File: src/rtl/trig_rom_arbiter.sv
// Round-robin arbiter sharing one cos/sin ROM pair among NUM_REQ angle requesters.
// Latency: accept in cycle N, rom_addr in N+1, resp_valid/resp_cos/resp_sin in N+1+ROM_LATENCY.
// Backpressure: one grant per cycle via req_ready; no response backpressure, so consumers capture on resp_valid.
module trig_rom_arbiter #(
    parameter int NUM_REQ     = 2,
    parameter int ANGLE_WIDTH = 9,
    parameter int TRIG_WIDTH  = 11,
    parameter int ROM_LATENCY = 2
) (
    input  logic                           clk,
    input  logic                           rst,
    input  logic [NUM_REQ-1:0]             req_valid,
    input  logic [NUM_REQ*ANGLE_WIDTH-1:0] req_angle,
    output logic [NUM_REQ-1:0]             req_ready,
    output logic [ANGLE_WIDTH-1:0]         rom_addr,
    input  logic [TRIG_WIDTH-1:0]          rom_cos,
    input  logic [TRIG_WIDTH-1:0]          rom_sin,
    output logic [NUM_REQ-1:0]             resp_valid,
    output logic [TRIG_WIDTH-1:0]          resp_cos,
    output logic [TRIG_WIDTH-1:0]          resp_sin,
    output logic                           busy
);

    localparam int PTR_W = $clog2(NUM_REQ);
    localparam int DEPTH = 1 + ROM_LATENCY;
    localparam logic [ANGLE_WIDTH-1:0] DEG_360 = ANGLE_WIDTH'(360);

    logic [PTR_W-1:0]       ptr_q, ptr_d;
    logic [ANGLE_WIDTH-1:0] rom_addr_q, rom_addr_d;
    logic [NUM_REQ-1:0]     tag_q [DEPTH];
    logic [NUM_REQ-1:0]     tag_d [DEPTH];

    logic [NUM_REQ-1:0]     grant;
    logic [PTR_W-1:0]       grant_idx;
    logic                   grant_any;
    logic [PTR_W-1:0]       search_idx;
    logic [ANGLE_WIDTH-1:0] grant_angle;
    logic [ANGLE_WIDTH-1:0] reduced_angle;
    logic                   accept;
    logic                   busy_c;

    // Round-robin search: first valid requester starting just after the last one granted.
    always_comb begin
        grant      = '0;
        grant_idx  = ptr_q;
        grant_any  = 1'b0;
        search_idx = '0;
        for (int k = 1; k <= NUM_REQ; k++) begin
            search_idx = PTR_W'((int'(ptr_q) + k) % NUM_REQ);
            if (!grant_any && req_valid[search_idx]) begin
                grant_any         = 1'b1;
                grant[search_idx] = 1'b1;
                grant_idx         = search_idx;
            end
        end
    end

    // Pick the granted angle and fold 360..511 back into 0..151.
    always_comb begin
        grant_angle = '0;
        for (int i = 0; i < NUM_REQ; i++) begin
            if (grant[i]) begin
                grant_angle = req_angle[i*ANGLE_WIDTH +: ANGLE_WIDTH];
            end
        end
        reduced_angle = (grant_angle >= DEG_360) ? (grant_angle - DEG_360) : grant_angle;
    end

    assign accept    = grant_any && !rst;
    assign req_ready = rst ? '0 : grant;

    // Next-state: pointer and address move only on acceptance; tags shift every cycle.
    always_comb begin
        ptr_d      = accept ? grant_idx : ptr_q;
        rom_addr_d = accept ? reduced_angle : rom_addr_q;
        tag_d[0]   = accept ? grant : '0;
        for (int s = 1; s < DEPTH; s++) begin
            tag_d[s] = tag_q[s-1];
        end
    end

    // State registers; reset drops all in-flight tags and restores requester 0 priority.
    always_ff @(posedge clk) begin
        if (rst) begin
            ptr_q      <= PTR_W'(NUM_REQ - 1);
            rom_addr_q <= '0;
            for (int s = 0; s < DEPTH; s++) begin
                tag_q[s] <= '0;
            end
        end else begin
            ptr_q      <= ptr_d;
            rom_addr_q <= rom_addr_d;
            for (int s = 0; s < DEPTH; s++) begin
                tag_q[s] <= tag_d[s];
            end
        end
    end

    // Busy while any tag is still travelling alongside the ROM access.
    always_comb begin
        busy_c = 1'b0;
        for (int s = 0; s < DEPTH; s++) begin
            busy_c = busy_c | (|tag_q[s]);
        end
    end

    assign rom_addr   = rom_addr_q;
    assign resp_valid = tag_q[DEPTH-1];
    assign resp_cos   = rom_cos;
    assign resp_sin   = rom_sin;
    assign busy       = busy_c;

endmodule

File: config.mk
export PLATFORM = sky130hd
export DESIGN_NAME = trig_rom_arbiter
export DESIGN_NICKNAME = d
export VERILOG_FILES = /design/src/rtl/trig_rom_arbiter.sv
export SDC_FILE = /design/constraint.sdc
export NUM_CORES = 1
export LEC_CHECK = 0
export ABC_CLOCK_PERIOD_IN_PS = 1800
export BUFFER_PORTS_ARGS = -buffer_cell sky130_fd_sc_hd__clkbuf_2
export CAP_MARGIN = 20
export CELL_PAD_IN_SITES_DETAIL_PLACEMENT = 1
export CELL_PAD_IN_SITES_GLOBAL_PLACEMENT = 2
export CORE_MARGIN = 1
export CORE_UTILIZATION = 17
export DETAILED_ROUTE_END_ITERATION = 7
export GPL_TIMING_DRIVEN = 0
export PLACE_DENSITY = 0.82
export SYNTH_ARGS = -nofsm -noshare
export SYNTH_HDL_FRONTEND = slang
export SYNTH_SLANG_ARGS = --single-unit
File: constraint.sdc
create_clock -name clk -period 1.8 [get_ports clk]
set_input_delay 0.36 -clock clk [delete_from_list [all_inputs] [get_ports clk]]
set_output_delay 0.36 -clock clk [all_outputs]
set_load 0.1 [all_outputs]
-- After elaboration in Yosys (flattened, before gate mapping)
Memories as Yosys holds them, arrays and structs flattened.
Cells that the tools add are included.
- bitwise gates (word level): 6
- multiplexer cells: 25
- reduce and logical (&&, ||, !) cells: 11
- add/sub/neg operators: 3
- order comparisons: 5
- operators by type and width (kind ; count):
    9-bit 2-to-1 mux ; 3
    2-bit 2-to-1 mux ; 7
    1-bit 2-to-1 mux ; 13
    9-bit greater-or-equal comparator (second input constant) ; 1
    9-bit subtractor (second input constant) ; 1
    2-bit OR reduction ; 3
    1-bit OR ; 5
    1-bit logical AND ; 4
    1-bit by 2-bit < comparator with 1-bit output (second input constant) ; 2
    1-bit adder (second input constant) ; 2
    1-bit demux with 1-bit select ; 2
    1-bit greater-or-equal comparator (second input constant) ; 2
    1-bit zero test ; 2
    2-bit OR ; 1
    2-bit AND reduction ; 1
    2-bit nonzero test ; 1
- bits in registers: 10
- memories kept: 1
- RAM bits: 6
- memories (name ; depth ; bits a word ; read ports ; clocked after Yosys merged registers in ; wr ports ; line ; RTL):
    tag_q ; 3 ; 2 ; 3 ; 0 ; 3 ; 30 ; logic [NUM_REQ-1:0] tag_q [DEPTH];

-- Logic depth before layout (Yosys ltp)
Gate-level depths: netlist (run 1).
- depth after elaboration: 12
- depth in mapped cells: 7
- mapped depth without buffers: 5

-- Least setup slack after synthesis (run 1)
OpenSTA, ideal clock, no wires.
- kind: input-to-output
- start point: in req_valid[0]
- end point: out req_ready[0]
- stages: 4
- setup slack: -0.721 ns
- arrival: 2.161 ns
- path buffers: 2
- cells stage by stage: buf_2 -> buf_2 -> nand2_1 -> nor2_1
- longest elaborated chain between the ends: 7
- elaborated cells between the ends (all ways): 11
- those cells by class: mux (8); bitwise (1); reduce/logical (2)
- RTL lines (item ; line ; RTL):
    from (decl) ; 12 ; input logic [NUM_REQ-1:0] req_valid,
    1-bit 2-to-1 mux (implied by the code) (2 in a row) ; 50 ; if (!grant_any && req_valid[search_idx]) begin
    1-bit 2-to-1 mux ; 50 ;
    1-bit zero test ; 50 ;
    1-bit logical AND ; 50 ;
    2-bit 2-to-1 mux * ; 50 ;
    2-bit 2-to-1 mux * ; 70 ; assign req_ready = rst ? '0 : grant;
    to (decl) ; 14 ; output logic [NUM_REQ-1:0] req_ready,
Mark *: on every way between the ends. The rest lies on a longest branch, timed or not. The select of a mux whose other input is x is not followed.

-- Worst setup path after layout (run 1)
- start point: reg ptr_q
- end point: out req_ready[0]
- longest elaborated chain between the ends: 9
- elaborated cells between the ends (all ways): 23
- those cells by class: add/sub (2); order compare (4); mux (12); bitwise (1); reduce/logical (4)
- RTL lines (item ; line ; RTL):
    from (decl) ; 28 ; logic [PTR_W-1:0] ptr_q, ptr_d;
    from (signal assigned) ; 85 ; ptr_q <= PTR_W'(NUM_REQ - 1);
    from (signal assigned) ; 91 ; ptr_q <= ptr_d;
    1-bit adder ; 49 ; search_idx = PTR_W'((int'(ptr_q) + k) % NUM_REQ);
    1-bit by 2-bit < comparator with 1-bit output (implied by the code) / 1-bit greater-or-equal comparator (equally long branches) ; 52 ; grant[search_idx] = 1'b1;
    1-bit logical AND (implied by the code) ; 52 ;
    1-bit 2-to-1 mux (implied by the code) ; 52 ;
    1-bit demux with 1-bit select ; 52 ;
    2-bit 2-to-1 mux ; 50 ;
    2-bit OR (no line) ; n/a ;
    2-bit 2-to-1 mux * ; 50 ;
    2-bit 2-to-1 mux * ; 70 ;
Marks and branches as above.

==> results of run 1 <==
state kept, by name, indices dropped and copies added, names as in the netlist:
signal / count
ptr_q: 1
rom_addr: 9
tag_q: 6
cell families after synthesis:
family | after synthesis
and+or+nand+nor | 41
DFF | 16
AOI/OAI and AO/OA | 25
buffers and inverters | 28
muxes | 1
cells in the final DEF, fill, tap and decap left out, types with 2 or more instances in the layout:
cell type / n
nor2b_1: 4
nor2_1: 12
clkbuf_2: 53
buf_4: 23
buf_2: 2
buf_6: 2
nand2_1: 9
dfxtp_2: 3
a32oi_4: 2
dfxtp_1: 13
a32o_1: 2
nor3_1: 5
nor4_1: 4
nor2_4: 2
clkbuf_8: 4
a21oi_1: 5
a31oi_1: 3
a32oi_1: 2
repair_timing:
item                                   CTS  global route
setup endpoints to repair                2             2
gates resized for setup                  8             3
endpoints found under the hold margin    0             0
metal layers:
layer | routed length (um) | share of wire, % | vias to the layer above | global-route usage, %
met2 | 1440 | 50 | 45 | 17.3
met3 | 209 | 7.3 | 4 | 3.41
met5 | 0 | 0 | - | 0
met4 | 24 | 0.84 | 0 | 2.78
met1 | 1200 | 42 | 490 | 11.6
li1 | - | - | 494 | -
worst reg2reg max path: cells and delay by family, from the launching register on:
family,cells,cell delay (ns)
flip-flops,1,0.35
AND/OR/NAND/NOR,2,0.23
AO/OA/AOI/OAI,3,0.79
buffers and inverters,1,0.16
final cells by class:
cell class	instances	area (um2)	area share (%)
multi-input cells	67	488	33.4
clock buffers	4	55.1	3.77
inverters	1	3.75	0.257
repair buffers	55	302	20.7
well taps	72	90.1	6.17
flip-flops and latches	16	324	22.2
plain buffers	27	198	13.5
per-stage QoR:
step / hold slack [ns] / instances
2_1_floorplan: 0.438 / 111
3_3_place_gp: 0.451 / 238
3_5_place_dp: 0.451 / 238
4_1_cts: 0.371 / 242
5_1_grt: 0.376 / 242
6_report: 0.375 / 242
power groups by stage:
stage,Sequential (mW),Combinational [mW],Clock [mW]
global placement,0.401,0.616,0
CTS,0.394,0.629,0.346
global route,0.397,0.655,0.365
detailed placement,0.402,0.620,0
finish,0.393,0.628,0.327
floorplan,0.529,0.393,0
worst min path at each step:
stage / from / to / slack (ns) / depth (start not counted)
2_1_floorplan: tag_q[0][3]$_SDFF_PP0_ / tag_q[0][5]$_SDFF_PP0_ / 0.44 / 1
5_1_grt: req_angle[2] / rom_addr[2]$_SDFFE_PP0P_ / 0.38 / 3
3_3_place_gp: tag_q[0][3]$_SDFF_PP0_ / tag_q[0][5]$_SDFF_PP0_ / 0.45 / 1
3_5_place_dp: tag_q[0][3]$_SDFF_PP0_ / tag_q[0][5]$_SDFF_PP0_ / 0.45 / 1
6_report: req_angle[1] / rom_addr[1]$_SDFFE_PP0P_ / 0.38 / 3
4_1_cts: req_angle[1] / rom_addr[1]$_SDFFE_PP0P_ / 0.37 / 3
==> impl_results.md, run 1 <==
* Die Area at 6080 um2
* Dominant cells by area after synthesis: dfxtp_1 (33%), buf_4 (17%), a32oi_4 (5.6%), nor2_1 (5.4%), nand2_1 (4.2%)
* Cells after synthesis at 111
* Vias in the first global route at 1,000
* Max stage delay on crit path at 0.37 ns
* Setup WS post-layout at 0.105 ns
* Clock Path Buffers at 2
* Comb power frac at 46.6%
* Slowest cell on the critical path: dfxtp_2
* Worst path depth at 5
* Adder-cell share of the synthesized area at 0%
* Wire per inst at 11.9 um
* Post-synth EDFFs at 0
* Critical Path Fanout Max at 10
* Layout cell share with drive strength beyond 1 at 58.8%
* Max_cap viols at 0
* Final Wtd Congestion at 0.760
* Core footprint at 5540 um2
* Req. time, crit path at 1.44 ns
* Cells on worst reg2reg path at 6
* DP Area at 1370 um2
* Initial antenna violation count at 0
* Post-synth top area share at 32.7%
* Crit path capture type: output port
* Wirelength, routed at 2.87 mm
* Tcrit/Tclk final at 94.2%
* Switching share of power at 47.0%
* Yosys reg bits at 16
* Via count at 1,033
* Area growth, synth to finish at 48.9%
* Row count at 27
* Max Slew Vio Count at 0
* PortBufs at 55
* Maximum vdd drop at 0.326 mV
* Post-Syn Area per Cell at 8.84 um2
* # IOs at 80
* Post-synthesis net count at 155
* Fillers at 690
* Sink Count at 16
* Total power at 1.35 mW
* Latest clock arrival within the worst-skew pair at 0.25 ns
* Synth Cell Area at 981 um2
* R2R setup slack at 0.16 ns
* Root Buffer: clkbuf_8
* Mux cell area share after synthesis at 1.53%
* Worst-Margin Slew at 0.549 ns
* Reg-to-reg endpoint: rom_addr[5]$_SDFFE_PP0P_
* Synth area leader: dfxtp_1
* Unrepaired setup endpoints after global routing: false
* H-tree Lvls at 1
* Initial core utilization at 17.7%
* Worst path cell trace: nand2b_1 -> buf_6 -> nand2_4 -> nor2_4 -> clkbuf_16
* Antenna diodes at 0
* Min-Delay Path Class: in -> reg
* Largest family of logic cells by synthesized area: compound AO/OA/AOI/OAI gates
* Slew HR at 63.6%
* Crit path time final at 1.70 ns
* Most frequent cell after synthesis: buf_4
* Switch Pwr at 633 uW
* Final nets at 215
* Part of the power in registers at 29.2%
* First-pass GRT wire length at 4.76 mm
* Initial DRC Count at 31
* Leakage power at 0.687 nW
* Fmax at 0.590 GHz
* Drt pass-1 iters at 4
* Seq/Total Area, Yosys at 32.7%
* WP buf/inv at 2
* DIE HEIGHT at 78.0 um
* Clock skew at 0.000439 ns
* Synth Area in Compound Gates at 26.1%
* Most frequent cells after synthesis: buf_4 (22), dfxtp_1 (16), nor2_1 (14)
* Pwr Density at 924 nW/um2
* Unique cell type count in the Yosys netlist at 32
* Clock share of power at 24.2%
* Crit Path Category: reg -> out
* Final setup TNS at 0 ns
* Synth Warn # at 0
* Setup bufs post-CTS at 0
* Die X-Extent at 78.0 um
* CP arrival at 1.34 ns
* Post-route cell area at 1460 um2
* Reg clk slew, reported paths at 0.07 ns
* Simple-gate share of the synthesized area at 19.5%
* Critical Path Sink: req_ready[0]
* Post-Place Setup Slack at -0.301 ns
* Fin util at 26.4%
* Largest net degree at the start of global routing at 11
* Status: finished, final reports clean
* Delay-heaviest family, CP: flip-flops
* Reg-to-Reg Start: ptr_q$_SDFFE_PP1P_
* Final setup vio count at 0
* Hold Vio Cnt, Final at 0
* Placed wire-length estimate at 2.31 mm
* Startpoint types: register
* Cell-internal power at 715 uW
* Synth Flop Type: dfxtp_1
* Antenna Violating Nets Remaining at 0
* Cts hold-fix bufs at 0
* Worst Setup SP: ptr_q$_SDFFE_PP1P_
* Asr flop ratio synth at 0%
* Gr usage total at 9.99%
* Inserted Clock Buffers at 3
* Global route total overflow at 0
* CTS tree: built
* DRC Markers at 0
* Synth Area in XOR/XNOR at 0%
* DR vias/cell at 4.27
No activity file was read; power rests on OpenSTA's default activity.
==> run 2: changes to the inputs <==
==> constraint.sdc (replaced) <==
create_clock -name clk -period 1.8 [get_ports clk]
set_input_delay 0.18 -clock clk [delete_from_list [all_inputs] [get_ports clk]]
set_output_delay 0.18 -clock clk [all_outputs]
set_load 0.1 [all_outputs]
==> run 2 against run 1 <==
First-iteration DRC count down 16%. Global-route usage down 0.17 points. Largest cell class unchanged. Die area unchanged. Design area down 2.7%. Setup slack better by 0.044 ns. Non-clock buffer count unchanged. Sequential share of layout area up 0.45 points. Via count down 1.7%. Routed wire length about the same. Cell count unchanged. Sequential power about the same. Core utilization down 0.72 points.
==> impl_results.md, run 2 (synthesized netlist as in run 1, its figures left out) <==
* Row count at 27 (unchanged)
* Commonest non-fill, non-tap cells in the layout: clkbuf_2 (54), buf_4 (22), dfxtp_1 (15)
* Max Slew Vio Count at 0 (unchanged)
* Max FFs per register at 9 (unchanged)
* Latest clock arrival within the worst-skew pair at 0.25 ns (about the same)
* Unrepaired setup endpoints after global routing: false
* Die X-Extent at 78.0 um (unchanged)
* First-pass GRT wire length at 4.64 mm (-2.5%)
* H-tree Lvls at 1 (unchanged)
* Setup WS post-layout at 0.149 ns (+0.0444 ns)
* Min-Delay Path Class: in -> reg
* Setup bufs post-CTS at 0 (unchanged)
* CP arrival at 1.77 ns (+0.43 ns)
* # IOs at 80 (unchanged)
* Core footprint at 5540 um2 (unchanged)
* Reg clk slew, reported paths at 0.07 ns (about the same)
* Delay-heaviest family, CP: compound AO/OA/AOI/OAI gates
* Antenna diodes at 0 (unchanged)
* Worst path cell trace: nand2b_1 -> buf_6 -> a32oi_2 -> a21oi_1 -> a221oi_1 -> nor3_1
* Req. time, crit path at 1.92 ns (+0.48 ns)
* Die Area at 6080 um2 (unchanged)
* Hold slack at 0.194 ns (-0.182 ns)
* Fmax at 0.606 GHz (+2.7%)
* Final nets at 215 (unchanged)
* Fillers at 699 (+1.3%)
* WP buf/inv at 1 (-1)
* Wire per inst at 11.9 um (about the same)
* Root Buffer: clkbuf_8
* Wirelength, routed at 2.88 mm (about the same)
* DR vias/cell at 4.19 (-1.7%)
* Critical Path Fanout Max at 10 (unchanged)
* Max stage delay on crit path at 0.42 ns (+0.05 ns)
* Worst Setup SP: ptr_q$_SDFFE_PP1P_
* Sink Count at 16 (unchanged)
* R2R setup slack at 0.15 ns (about the same)
* DRC Markers at 0 (unchanged)
* DIE HEIGHT at 78.0 um (unchanged)
* Reg-to-Reg Start: ptr_q$_SDFFE_PP1P_
* Clock Path Buffers at 2 (unchanged)
* Critical Path Sink: rom_addr[5]$_SDFFE_PP0P_
* Via count at 1,015 (-1.7%)
* Area growth, synth to finish at 44.8%
* Gr usage total at 9.82% (-0.17 points)
* Slowest cell on the critical path: a32oi_2
* Slew HR at 63.4% (-0.15 points)
* Leakage power at 0.674 nW (-2.0%)
* Layout cell share with drive strength beyond 1 at 56.5% (-2.4 points)
* Fin util at 25.6% (-0.72 points)
* Cts hold-fix bufs at 0 (unchanged)
* Sequential Area at 322 um2 (-0.77%)
* Antenna Violating Nets Remaining at 0 (unchanged)
* Drt pass-1 iters at 4 (unchanged)
* Cells on worst reg2reg path at 6 (unchanged)
* Leading cell type in the layout, fill and taps excluded: clkbuf_2
* Hold Vio Cnt, Final at 0 (unchanged)
* Total power at 1.34 mW (-0.81%)
* Worst-Margin Slew at 0.551 ns (+0.00229 ns)
* Post-cts sizing count at 2 (-6)
* PortBufs at 55 (unchanged)
* Global route total overflow at 0 (unchanged)
* Final Wtd Congestion at 0.739 (-2.8%)
* Max_cap viols at 0 (unchanged)
* Initial DRC Count at 26 (-16%)
* Crit path capture type: register
* Status: finished, final reports clean
* Final setup TNS at 0 ns (unchanged)
* Reg-to-reg endpoint: rom_addr[5]$_SDFFE_PP0P_
* Clock skew at 0.00586 ns (+0.00542 ns)
* Final setup vio count at 0 (unchanged)
* Initial core utilization at 17.7% (unchanged)
* Multi-input logic area at 470 um2 (-3.6%)
* Pwr Density at 942 nW/um2 (+2.0%)
* Initial antenna violation count at 0 (unchanged)
* Crit Path Category: reg -> reg
* Worst path depth at 6 (+1)
* Crit path time final at 1.65 ns (-0.0444 ns)
* Largest net degree at the start of global routing at 11 (unchanged)
* CTS tree: built
* Inserted Clock Buffers at 3 (unchanged)
* Startpoint types: register
* Maximum vdd drop at 0.383 mV (+17%)
* Placed wire-length estimate at 2.28 mm (-1.3%)
* Vias in the first global route at 944 (-5.6%)
* Post-Place Setup Slack at 0.0970 ns (+0.398 ns)
* Tcrit/Tclk final at 91.7% (-2.5 points)
==> run 2: changes by cell type in the layout (fill, tap and decap cells not counted), moves of 2 or more <==
cell | previous run | this run
nor2_2 | 0 | 2
dfxtp_2 | 3 | 1
dfxtp_1 | 13 | 15
nor2_4 | 2 | 0
==> run 2: worst min path at each step <==
stage / cells after the start / startpoint / end
2_1_floorplan: 2 / req_angle[0] / rom_addr[0]$_SDFFE_PP0P_
3_3_place_gp: 1 / tag_q[0][0]$_SDFF_PP0_ / tag_q[0][2]$_SDFF_PP0_
3_5_place_dp: 2 / rom_addr[8]$_SDFFE_PP0P_ / rom_addr[8]$_SDFFE_PP0P_
4_1_cts: 3 / req_angle[2] / rom_addr[2]$_SDFFE_PP0P_
5_1_grt: 3 / req_angle[2] / rom_addr[2]$_SDFFE_PP0P_
6_report: 3 / req_angle[2] / rom_addr[2]$_SDFFE_PP0P_
==> run 2: per-layer routing <==
| metal | wire, um | track usage, % | part of all wire (%) |
|---|---|---|---|
| met5 | 0 | 0 | 0 |
| met3 | 249 | 3.53 | 8.7 |
| met2 | 1360 | 17.3 | 47 |
| met4 | 9 | 1.67 | 0.31 |
| met1 | 1260 | 11.5 | 44 |
==> run 2: final cells by class <==
class	instances	share of cell area, %
Multi-Input combinational cell	67	33.1
Inverter	1	0.264
Sequential cell	16	22.6
Tap cell	72	6.34
Clock buffer	4	3.88
Buffer	27	13.7
Timing Repair Buffer	55	20.1
==> run 2: where the power goes <==
| part | total, mW | leakage (nW) | internal [mW] | switching [mW] |
|---|---|---|---|---|
| Clock | 0.324 | 0.0288 | 0.194 | 0.130 |
| Combinational | 0.620 | 0.513 | 0.136 | 0.485 |
| Sequential | 0.393 | 0.132 | 0.379 | 0.0145 |
==> run 2: through the flow <==
step / instances / cell area (um2)
finish: 242 / 1420
global route: 242 / 1420
CTS: 242 / 1420
detailed placement: 238 / 1350
global placement: 238 / 1350
floorplan: 111 / 988
==> run 2: tightest hold or removal path, cell delays in order <==
cell,delay (ns)
clkbuf_2,0.08
nor2_1,0.09
nor4_1,0.05
==> run 3: changes to the inputs <==
ABC_AREA = 1   (was unset)
ABC_CLOCK_PERIOD_IN_PS = 1500   (was 1800)
PLACE_DENSITY = 0.83   (was 0.82)
clock period = 1.5 ns   (was 1.8 ns; I/O delays follow)
==> run 3 against run 2 <==
Core utilization increased by 1.3 points. Largest power group unchanged. Count of clock-buffer cells in the layout stayed put. Non-clock buffer count rose by 7. Cell count is 28% higher.
==> impl_results.md, run 3 <==
* Reg-to-Reg Start: ptr_q$_SDFFE_PP1P_
* HP Start: req_valid[1]
* Cells after synthesis at 167 (+50%)
* Met3 wire length at 222 um (-11%)
* Most frequent cells after synthesis: nand2_1 (43), nand3_1 (28), buf_4 (25)
* Worst Setup SP: tag_q[0][3]$_SDFF_PP0_
* Worst-Margin Slew at 0.559 ns (+0.00781 ns)
* Crit path time final at 1.45 ns
* Maximum vdd drop at 0.399 mV (+4.4%)
* Met1 wire length at 1.45 mm (+15%)
* Met2 wire len at 1.57 mm (+16%)
* Leakage power at 0.953 nW (+41%)
* Max FFs per register at 9 (unchanged)
* H-tree Lvls at 1 (unchanged)
* Row count at 29 (+7.4%)
* Final setup TNS at 0 ns (unchanged)
* Crit path capture type: output port
* Clock share of power at 22.2% (-2.0 points)
* Switch Pwr at 858 uW (+36%)
* Startpoint types: register
* DRC Markers at 0 (unchanged)
* Fillers at 809 (+16%)
* Die X-Extent at 82.7 um (+6.1%)
* Leading cell type in the layout, fill and taps excluded: clkbuf_2
* CTS tree: built
* Placed wire-length estimate at 2.70 mm (+18%)
* Most frequent cell after synthesis: nand2_1
* Drt pass-1 iters at 4 (unchanged)
* Synth Warn # at 0 (unchanged)
* Final nets at 278 (+29%)
* R2R setup slack at 0.08 ns (-0.07 ns)
* Part of the power in registers at 27.2% (-2.2 points)
* Post-synthesis net count at 211 (+36%)
* Fmax at 0.690 GHz
* # IOs at 80 (unchanged)
* DR vias/cell at 4.03 (-3.9%)
* DIE HEIGHT at 82.7 um (+6.1%)
* Req. time, crit path at 1.35 ns (-0.57 ns)
* Initial antenna violation count at 0 (unchanged)
* Synth area leader: dfxtp_1
* Root Buffer: clkbuf_8
* Setup WS post-layout at 0.0503 ns (-0.0990 ns)
* Crit Path Category: reg -> out
* Area growth, synth to finish at 53.7%
* Via count at 1,249 (+23%)
* Inserted Clock Buffers at 3 (unchanged)
* Core footprint at 6310 um2 (+14%)
* Final setup vio count at 0 (unchanged)
* Top Layer Used: met4
* Clock skew at 0.00421 ns (-0.00165 ns)
* Initial core utilization at 17.5% (-0.17 points)
* Asr flop ratio synth at 0% (unchanged)
* Unique cell type count in the Yosys netlist at 23 (-28%)
* Yosys reg bits at 16 (unchanged)
* Pwr Density at 1030 nW/um2 (+9.8%)
* Global route total overflow at 0 (unchanged)
* Antenna diodes at 0 (unchanged)
* Clock Path Buffers at 2 (unchanged)
* Dominant cells by area after synthesis: dfxtp_1 (29%), buf_4 (17%), nand2_1 (15%), nand3_1 (13%), inv_1 (6.4%)
* Largest net degree at the start of global routing at 11 (unchanged)
* Max Slew Vio Count at 0 (unchanged)
* Comb power frac at 50.6% (+4.2 points)
* Slew HR at 62.9% (-0.52 points)
* Seq/Total Area, Yosys at 28.9% (-3.7 points)
* Tcrit/Tclk final at 96.6%
* Cell-internal power at 901 uW (+27%)
* Post-Place Setup Slack at -0.0701 ns (-0.167 ns)
* First-pass GRT wire length at 5.27 mm (+14%)
* Synth Cell Area at 1110 um2 (+13%)
* Gr usage total at 10.0% (+0.21 points)
* Commonest non-fill, non-tap cells in the layout: clkbuf_2 (54), nand2_1 (38), buf_4 (28)
* Post-Syn Area per Cell at 6.63 um2 (-25%)
* Hold Vio Cnt, Final at 0 (unchanged)
* Synth Flop Type: dfxtp_1
* Reg clk slew, reported paths at 0.07 ns (about the same)
* Switching share of power at 48.8% (+1.8 points)
* PortBufs at 57 (+3.6%)
* Post-synth EDFFs at 0 (unchanged)
* Min-Delay Path Class: in -> reg
* Wirelength, routed at 3.30 mm (+15%)
* CP arrival at 1.30 ns (-0.47 ns)
* Max_cap viols at 0 (unchanged)
* Die Area at 6840 um2 (+13%)
* Wire per inst at 10.7 um (-10%)
* Critical Path Fanout Max at 2 (-8)
* Final Wtd Congestion at 0.723 (-2.2%)
* Vias in the first global route at 1,209 (+28%)
* Post-synth top area share at 28.9% (-3.7 points)
* Layout cell share with drive strength beyond 1 at 51.5% (-5.0 points)
* Sink Count at 16 (unchanged)
* Antenna Violating Nets Remaining at 0 (unchanged)
* Latest clock arrival within the worst-skew pair at 0.25 ns (about the same)
* Initial DRC Count at 26 (unchanged)
* Status: finished, final reports clean
[run 3: cell families after synthesis]
kind of cell | count (synthesis) | synth area share [%]
AND/OR/NAND/NOR | 93 | 40.7
buffers and inverters | 50 | 25.5
flip-flops | 16 | 28.9
AO/OA/AOI/OAI | 8 | 4.86
[run 3: what timing repair did]
action / in CTS / in global routing
gates resized for setup: 7 / 15
hold buffers: 0 / 0
setup endpoints to repair: 9 / 7
pin swaps: 0 / 10
gates cloned: 0 / 0
buffers inserted: 0 / 5
[run 3: final cells by class]
class / count / area (um2) / share of cell area, %
Multi-Input combinational cell: 101 / 589 / 34.6
Timing Repair Buffer: 62 / 349 / 20.5
Sequential cell: 16 / 325 / 19.1
Buffer: 27 / 200 / 11.8
Tap cell: 77 / 96.3 / 5.66
Inverter: 23 / 86.3 / 5.07
Clock buffer: 4 / 55.1 / 3.24
[run 3: worst paths after layout]
kind / end / cells after the start
max reg2reg: rom_addr[7]$_SDFFE_PP0P_ / 10
max: busy / 3
min: tag_q[0][1]$_SDFF_PP0_ / 3
min reg2reg: tag_q[0][5]$_SDFF_PP0_ / 2
[run 3: through the flow]
step                      utilization [%]  std cells  hold WS [ns]  cell area (um2)  total power, mW
after floorplan                         -        167         0.380             1130             1.19
after global placement               24.0        301         0.415             1510             1.32
after detailed placement             24.0        301         0.427             1510             1.33
after CTS                            25.3        305         0.266             1600             1.73
after global routing                 27.0        310         0.290             1700             1.85
final                                27.0        310         0.264             1700             1.76
[run 3: worst max-delay path, stage by stage, from the launching register on]
cell and delay, ns:
dfxtp_1 0.33, nor4_4 0.33, nand3_4 0.09, clkbuf_4 0.29
[run 3: per-layer routing]
layer  GRT usage [%]  vias to the layer above
li1                -                      635
met1            12.1                      555
met2            17.8                       54
met3           0.989                        5
met4            4.66                        0
met5               0                        -
[run 3: power groups by stage]
| stage | Clock (mW) | Sequential [mW] | Combinational, mW |
|---|---|---|---|
| after global routing | 0.418 | 0.482 | 0.949 |
| after CTS | 0.400 | 0.478 | 0.851 |
| after global placement | 0 | 0.485 | 0.834 |
| after floorplan | 0 | 0.674 | 0.516 |
| final | 0.391 | 0.478 | 0.891 |
| after detailed placement | 0 | 0.486 | 0.841 |
